## src/rtl/ddr_req_scheduler.sv

```systemverilog
// ddr_req_scheduler: two request queues (read/write) feeding a DDR5 command FSM one command at
// a time. Same-row requests are chained into pipelined bursts (mc_ppl=1); the last request of a
// burst auto-precharges and the scheduler waits CLOSE_CYC cycles before arbitrating again.
// Optional feature macro: SCHED_STARVE_GUARD_EN (caps a burst at MAX_BURST grants when the other
// queue is waiting, then grants the other queue once regardless of WR_HWM).
module ddr_req_scheduler #(
    parameter int DEPTH     = 4,
    parameter int ROW_W     = 16,
    parameter int ID_W      = 4,
    parameter int WR_HWM    = 3,
    parameter int CLOSE_CYC = 12,
    parameter int MAX_BURST = 8
) (
    input  logic             clk,
    input  logic             rst,
    input  logic             rd_req_valid,
    output logic             rd_req_ready,
    input  logic [ROW_W-1:0] rd_req_row,
    input  logic [ID_W-1:0]  rd_req_id,
    input  logic             wr_req_valid,
    output logic             wr_req_ready,
    input  logic [ROW_W-1:0] wr_req_row,
    input  logic [ID_W-1:0]  wr_req_id,
    input  logic             mc_ready,
    output logic             mc_rd_valid,
    output logic             mc_wr_valid,
    output logic             mc_ppl,
    output logic [ROW_W-1:0] mc_row,
    output logic [ID_W-1:0]  mc_id,
    output logic [1:0]       sched_state
);

`ifdef SCHED_STARVE_GUARD_EN
    localparam bit GuardEn = 1'b1;
`else
    localparam bit GuardEn = 1'b0;
`endif

    localparam int PW  = $clog2(DEPTH);
    localparam int CW  = $clog2(DEPTH) + 1;
    localparam int BW  = $clog2(MAX_BURST + 1);
    localparam int CLW = $clog2(CLOSE_CYC + 1);

    typedef enum logic [1:0] {
        StIdle    = 2'b00,
        StRdBurst = 2'b01,
        StWrBurst = 2'b10,
        StClose   = 2'b11
    } state_t;

    state_t         state_q, state_d;
    logic [CLW-1:0] close_q, close_d;
    logic [BW-1:0]  burst_q;
    logic           starve_q, starve_d;
    logic           starve_wr_q, starve_wr_d;
    logic           hold_q, ppl_hold_q;

    logic [ROW_W-1:0] rq_row [DEPTH];
    logic [ID_W-1:0]  rq_id  [DEPTH];
    logic [ROW_W-1:0] wq_row [DEPTH];
    logic [ID_W-1:0]  wq_id  [DEPTH];
    logic [PW-1:0]    rq_wp, rq_rp, wq_wp, wq_rp;
    logic [PW-1:0]    rq_rp_nx, wq_rp_nx;
    logic [CW-1:0]    rq_cnt, wq_cnt;

    logic rd_push, wr_push, rd_pop, wr_pop, xfer;
    logic rd_ne, wr_ne, rd_match, wr_match, cut, ppl_raw;

    assign rd_req_ready = (rq_cnt != CW'(DEPTH));
    assign wr_req_ready = (wq_cnt != CW'(DEPTH));
    assign rd_push      = rd_req_valid && rd_req_ready;
    assign wr_push      = wr_req_valid && wr_req_ready;

    assign mc_rd_valid = (state_q == StRdBurst);
    assign mc_wr_valid = (state_q == StWrBurst);
    assign xfer        = (mc_rd_valid || mc_wr_valid) && mc_ready;
    assign rd_pop      = xfer && mc_rd_valid;
    assign wr_pop      = xfer && mc_wr_valid;

    assign rd_ne    = (rq_cnt != '0);
    assign wr_ne    = (wq_cnt != '0);
    assign rq_rp_nx = rq_rp + 1'b1;
    assign wq_rp_nx = wq_rp + 1'b1;
    assign rd_match = (rq_cnt >= CW'(2)) && (rq_row[rq_rp_nx] == rq_row[rq_rp]);
    assign wr_match = (wq_cnt >= CW'(2)) && (wq_row[wq_rp_nx] == wq_row[wq_rp]);

    // >= rather than == so a burst that ran past the cap (other queue was empty) still cuts
    // as soon as the other queue fills; the counter saturates at MAX_BURST.
    assign cut = GuardEn && (burst_q >= BW'(MAX_BURST - 1)) &&
                 (mc_rd_valid ? wr_ne : rd_ne);

    // Present the head of the active queue; ppl is latched while stalled so it stays stable.
    always_comb begin
        ppl_raw = 1'b0;
        mc_ppl  = 1'b0;
        mc_row  = '0;
        mc_id   = '0;
        if (mc_rd_valid) begin
            ppl_raw = rd_match && !cut;
            mc_row  = rq_row[rq_rp];
            mc_id   = rq_id[rq_rp];
        end else if (mc_wr_valid) begin
            ppl_raw = wr_match && !cut;
            mc_row  = wq_row[wq_rp];
            mc_id   = wq_id[wq_rp];
        end
        if (mc_rd_valid || mc_wr_valid) begin
            mc_ppl = hold_q ? ppl_hold_q : ppl_raw;
        end
    end

    assign sched_state = state_q;

    // Queue storage: data only, no reset needed.
    always_ff @(posedge clk) begin
        if (rd_push) begin
            rq_row[rq_wp] <= rd_req_row;
            rq_id[rq_wp]  <= rd_req_id;
        end
        if (wr_push) begin
            wq_row[wq_wp] <= wr_req_row;
            wq_id[wq_wp]  <= wr_req_id;
        end
    end

    // Queue pointers and occupancy counts.
    always_ff @(posedge clk) begin
        if (!rst) begin
            rq_wp  <= '0;
            rq_rp  <= '0;
            rq_cnt <= '0;
            wq_wp  <= '0;
            wq_rp  <= '0;
            wq_cnt <= '0;
        end else begin
            if (rd_push) rq_wp <= rq_wp + 1'b1;
            if (rd_pop)  rq_rp <= rq_rp_nx;
            if (wr_push) wq_wp <= wq_wp + 1'b1;
            if (wr_pop)  wq_rp <= wq_rp_nx;
            rq_cnt <= rq_cnt + CW'(rd_push) - CW'(rd_pop);
            wq_cnt <= wq_cnt + CW'(wr_push) - CW'(wr_pop);
        end
    end

    // FSM next state: arbitration in IDLE, burst chaining, close countdown.
    always_comb begin
        state_d     = state_q;
        close_d     = close_q;
        starve_d    = starve_q;
        starve_wr_d = starve_wr_q;
        case (state_q)
            StIdle: begin
                if (mc_ready) begin
                    if (rd_ne && wr_ne) begin
                        if (starve_q) begin
                            state_d = starve_wr_q ? StWrBurst : StRdBurst;
                        end else if (wq_cnt >= CW'(WR_HWM)) begin
                            state_d = StWrBurst;
                        end else begin
                            state_d = StRdBurst;
                        end
                    end else if (rd_ne) begin
                        state_d = StRdBurst;
                    end else if (wr_ne) begin
                        state_d = StWrBurst;
                    end
                    if (rd_ne || wr_ne) starve_d = 1'b0;
                end
            end
            StRdBurst, StWrBurst: begin
                if (xfer && !mc_ppl) begin
                    state_d = StClose;
                    close_d = CLW'(CLOSE_CYC - 1);
                    if (cut) begin
                        starve_d    = 1'b1;
                        starve_wr_d = (state_q == StRdBurst);
                    end
                end
            end
            default: begin
                if (close_q == '0) state_d = StIdle;
                else               close_d = close_q - 1'b1;
            end
        endcase
    end

    // FSM state, counters and ppl hold register.
    always_ff @(posedge clk) begin
        if (!rst) begin
            state_q     <= StIdle;
            close_q     <= '0;
            burst_q     <= '0;
            starve_q    <= 1'b0;
            starve_wr_q <= 1'b0;
            hold_q      <= 1'b0;
            ppl_hold_q  <= 1'b0;
        end else begin
            state_q     <= state_d;
            close_q     <= close_d;
            starve_q    <= starve_d;
            starve_wr_q <= starve_wr_d;
            hold_q      <= (mc_rd_valid || mc_wr_valid) && !mc_ready;
            ppl_hold_q  <= mc_ppl;
            if (state_q == StIdle) begin
                burst_q <= '0;
            end else if (xfer && (burst_q != BW'(MAX_BURST))) begin
                burst_q <= burst_q + 1'b1;
            end
        end
    end

endmodule

```

## config.mk

```make
export PLATFORM = sky130hd
export DESIGN_NAME = ddr_req_scheduler
export DESIGN_NICKNAME = d
export VERILOG_FILES = /design/src/rtl/ddr_req_scheduler.sv
export SDC_FILE = /design/constraint.sdc
export NUM_CORES = 1
export LEC_CHECK = 0
export ABC_AREA = 1
export CAP_MARGIN = 20
export CORE_MARGIN = 2
export CORE_UTILIZATION = 51
export CTS_CLUSTER_DIAMETER = 100
export DETAILED_ROUTE_END_ITERATION = 8
export PLACE_DENSITY_LB_ADDON = 0.08
export SLEW_MARGIN = 20
export SYNTH_ARGS = -nofsm -noshare
export SYNTH_HDL_FRONTEND = slang
export SYNTH_SLANG_ARGS = --single-unit
```

## constraint.sdc

```tcl
create_clock -name clk -period 4.8 [get_ports clk]
set_input_delay 1.44 -clock clk [delete_from_list [all_inputs] [get_ports clk]]
set_output_delay 1.44 -clock clk [all_outputs]
set_load 0.02 [all_outputs]
```

* After elaboration in Yosys (flattened, before gate mapping)
Memories as Yosys holds them, arrays and structs flattened. A register that Yosys moved wholly into a read port is not among the register bits. Index checks and enable logic that the tools add are counted.
Storage, ports and cells: register bits 22, memory bits (writable) 160, input port bits 45, memories kept 4
Memory list:
- rq_row | depth 4, bits a word 16, read ports 2, clocked after memory_dff 1, wr ports 1, line 58 | logic [ROW_W-1:0] rq_row [DEPTH];
- wq_row | depth 4, bits a word 16, read ports 2, clocked after memory_dff 1, wr ports 1, line 60 | logic [ROW_W-1:0] wq_row [DEPTH];
- rq_id | depth 4, bits a word 4, read ports 1, clocked after memory_dff 1, wr ports 1, line 59 | logic [ID_W-1:0] rq_id [DEPTH];
- wq_id | depth 4, bits a word 4, read ports 1, clocked after memory_dff 1, wr ports 1, line 61 | logic [ID_W-1:0] wq_id [DEPTH];
Cells by class: $add $sub $neg 9, $lt $le $gt $ge 3, equality and inequality tests 10, mux-type cells 31, bitwise gates (word level) 1, reduce and logical (&&, ||, !) cells 21
Operators with widths (count):
- $eq A16 B16 Y1 | 2
- $mux W16 | 2
- $mux W2 | 15
- $mux W4 | 4
- $logic_and A1 B1 Y1 | 10
- $ge A3 B2 Y1 const B | 3
- $reduce_bool A3 Y1 | 3
- $add A2 B1 Y2 const B | 4
- $mux W1 | 8
- $pmux W4 S2 | 1
- $add A3 B1 Y3 | 2
- $ne A3 B3 Y1 const B | 2
- $sub A3 B1 Y3 | 2
- $logic_not A4 Y1 | 1
- $ne A2 B2 Y1 const B | 2
- $ne A4 B4 Y1 const B | 1
- $pmux W2 S2 | 1
- $reduce_and A4 Y1 | 1
- $sub A4 B1 Y4 const B | 1
- $reduce_and A3 Y1 | 1
- $eq A2 B1 Y1 const B | 1
- $eq A2 B2 Y1 const B | 1
- $logic_not A1 Y1 | 2
- $logic_not A2 Y1 | 1
- other kinds (4) | 4

* Depth between registers and ports, before layout
An unclocked memory read counts as a cell.
depth after elaboration 12, mapped depth 20

* Worst setup path before layout
No wires, ideal clock.
path kind flip-flop to output port, start reg state_q[1], in the netlist sched_state[1], end out mc_ppl, data arrival time 1.995 ns, slack 1.365 ns, cell stages (with the launch flop) 14, path through dfxtp_1 -> inv_1 -> ha_1 -> inv_1 -> nand2_1 -> a21oi_1 -> nand2_1 -> nor2_1 -> nand2_1 -> nor2_1 -> nand3_1 -> nand3_2 -> nand2_4 -> inv_1
RTL lines:
- start: declaration | line 51 | state_t state_q, state_d;
- start signal: assignment | line 190 | state_q <= StIdle;
- start signal: assignment | line 198 | state_q <= state_d;
- $eq A2 B1 Y1 * | line 74 | assign mc_rd_valid = (state_q == StRdBurst);
- net mc_rd_valid | line 25 | output logic mc_rd_valid,
- $mux W1 | line 98 | if (mc_rd_valid) begin
- $mux W1 | line 108 | mc_ppl = hold_q ? ppl_hold_q : ppl_raw;
- $mux W1 * | line 107 | if (mc_rd_valid || mc_wr_valid) begin
- end: declaration | line 27 | output logic mc_ppl,
Mark *: on every way through the listed nets, which the timed path passes. The rest lies on a longest branch.

==> metrics.txt <==
EDFF count, synth 160; flop and latch count out of synthesis 186; share of cells above drive strength 1 6.883%; DR DRC count 0; min Tclk post-route 4582 ps; Vias 7771; commonest non-fill, non-tap cell in the layout nand2_1; synthesized instance count 1155; Yosys cell types 33; Slowest Stage Delay on Critical Path 600 ps; Setup TNS Final 0 ps; chip width 142.0 um; routed vias/inst 5.290; gpl congestion 0.8860; Primary FF master, synth edfxtp_1; CP arrival 3140 ps; worst path bufs/invs 4; crit share post-route 95.45%; placement-stage cell area 0.01067 mm2; router iterations before antenna repair 5; gr usage total 24.74%; peak supply drop 0.3085 mV; Mean Syn Cell Area 8.412 um2; PwrDens 469.7 mW/mm2; post-synth net total 1223; critical path cell sequence inv_1, nand3_1, nand2_1, inv_1, nand2_1, nand2_1, nor2_1, nand2_1, nor2_1, nand3_1, nand3_2, nand2_4, inv_1, clkdlybuf4s50_1; Clk Latency, worst-skew pair 430 ps; CP max stage cell inv_1; post-synthesis sequential area ratio 54.81%; I/O pin count 72; Worst Tran Pin Value 831.4 ps; vias in the first global route 7291; Leak 4.899 nW; clk buf depth 2; Reg clk slew, reported paths 70 ps; CP Capture Type output pin; synth warn 0; final hold vios 0; CTS tree built; FP Rows 50; Synth Cell Area 0.009716 mm2; Die Area 0.02017 mm2; first-pass GRT wire length 37940 um; Critical Path Fanout Max 20; largest net degree at the start of global routing 41; final setup violation count 0; # clock sinks 186; Top Family by Delay on Critical Path buffers and inverters; H-Tree Level Count 4; Die Height 142.0 um; share of the synthesized area in the top cell type 49.45%; Post-Layout Cell Count 1469; Clock Tree Root clkbuf_16; cell taking the most area after synthesis edfxtp_1; Max Cap Viol 0; area added between synthesis and finish 15.89%; RSZ-0062 raised after global routing no; hpwl dp 16400 um; WL per Instance 16.34 um; DRT Wirelength 24000 um; kind of critical path flop to output pin; status finished, final reports clean; most used cell along the critical path nand2_1; Diodes inserted 0; Worst Skew 7.298 ps; most frequent cells in the layout nand2_1 (473), edfxtp_1 (160), inv_1 (113); Initial Utilization 51.94%; ys async rst share 0%; core box area 0.01871 mm2; Post-DRT Antenna Nets 0; R2R Path Start sched_state[0]; Max Transition Viols Final 0; final hold slack 498.5 ps; Slew HR 44.51%; Max Clock Freq 0.2183 GHz; dpl cells 1437; final instance area 0.01126 mm2; total global routing overflow 0; hold crit path type flop to flop; Synth area leaders edfxtp_1 (49%), nand2_1 (18%), dfxtp_1 (5.4%), nand3_1 (4.7%), inv_1 (4.4%); Final nets 1290; IO Port Bufs 71; initial antenna violation count 0; CTS Buf Count 17; Worst Setup Start Kind flop; Worst Path Required 3360 ps; HP Start close_q[3]; Starting DRT DRC Count 616
==> cell usage after synthesis, types with 11 or more instances <==
| master | count |
|---|---|
| nand2_1 | 473 |
| edfxtp_1 | 160 |
| inv_1 | 113 |
| nand3_1 | 91 |
| nor2_1 | 72 |
| o21ai_0 | 45 |
| a21oi_1 | 27 |
| buf_2 | 26 |
| dfxtp_1 | 26 |
| o22ai_1 | 24 |
| ha_1 | 21 |
| clkbuf_1 | 13 |
| nand4_1 | 11 |
==> sequential cells by signal, indices dropped and copies added, names as in the netlist, named ones only <==
name and flops:
close_q 4, rq_wp 2, ppl_hold_q 1, wq_row 64, wq_rp 2, sched_state 2, wq_wp 2, rq_row 64
hold_q 1, rq_rp 2, rq_cnt 3, rq_id 16, wq_cnt 3, wq_id 16
==> timing repair <==
item / in CTS / in global routing
resized for setup: 0 / 5
hold buffers: 0 / 0
setup endpoints to repair: 0 / 1
hold endpoints to repair: 0 / 0
buffers inserted: 0 / 0
==> final cells by class <==
| class | instances | area (um2) |
|---|---|---|
| Timing Repair Buffer | 95 | 894.6 |
| Multi-Input combinational cell | 804 | 3720 |
| Clock inverter | 14 | 148.9 |
| Fill cell | 1669 | 7446 |
| Tap cell | 234 | 292.8 |
| Inverter | 118 | 447.9 |
| Sequential cell | 186 | 5326 |
| Clock buffer | 18 | 429.2 |
==> worst register-to-register path, stage by stage, from the launching register on <==
cell and delay (ps):
dfxtp_1 380, inv_1 100, ha_1 410, nand3_1 200, inv_1 200, ha_1 250
inv_1 50, ha_1 120, inv_1 40, fa_1 380, xnor2_1 180, nor2_1 50
==> stage by stage <==
stage	power, mW	setup WS (ps)	util [%]
final	5.289	218.4	60.19
after global routing	5.621	2.570	60.19
after CTS	5.304	119.6	60.13
after detailed placement	3.915	606.9	57.04
after global placement	3.897	616.8	57.04
after floorplan	3.304	1366	-
==> logic make-up (layout without fill, tap and decap cells) <==
logic type	count (synthesis)	count (layout)	synth area share, %
AND/OR/NAND/NOR	665	665	28.13
flip-flops	186	186	54.81
buffers and inverters	165	245	7.147
AO/OA/AOI/OAI	111	111	6.349
adder cells (fa/ha/maj)	23	23	3.117
XOR/XNOR	5	5	0.4507
==> report_power, final <==
part	internal (mW)	switching, mW
Clock	0.739	0.661
Combinational	0.660	1.18
Sequential	1.95	0.0952
==> path summary, 6_finish.rpt <==
| check | depth (start not counted) | slack [ps] | end |
|---|---|---|---|
| worst max register to register | 11 | 2320 | wq_cnt[2] |
| worst max-delay path | 14 | 220 | mc_ppl |
| worst min register to register | 2 | 500 | close_q[3] |
| worst min-delay path | 2 | 500 | close_q[3] |
==> metal layers <==
layer / wire, um / track usage, %
met1: 11060 / 34.69
met2: 11000 / 39.94
met3: 1652 / 5.013
met4: 278 / 5.737
met5: 0 / 0
Note: power is estimated with default switching activity, not from simulation.
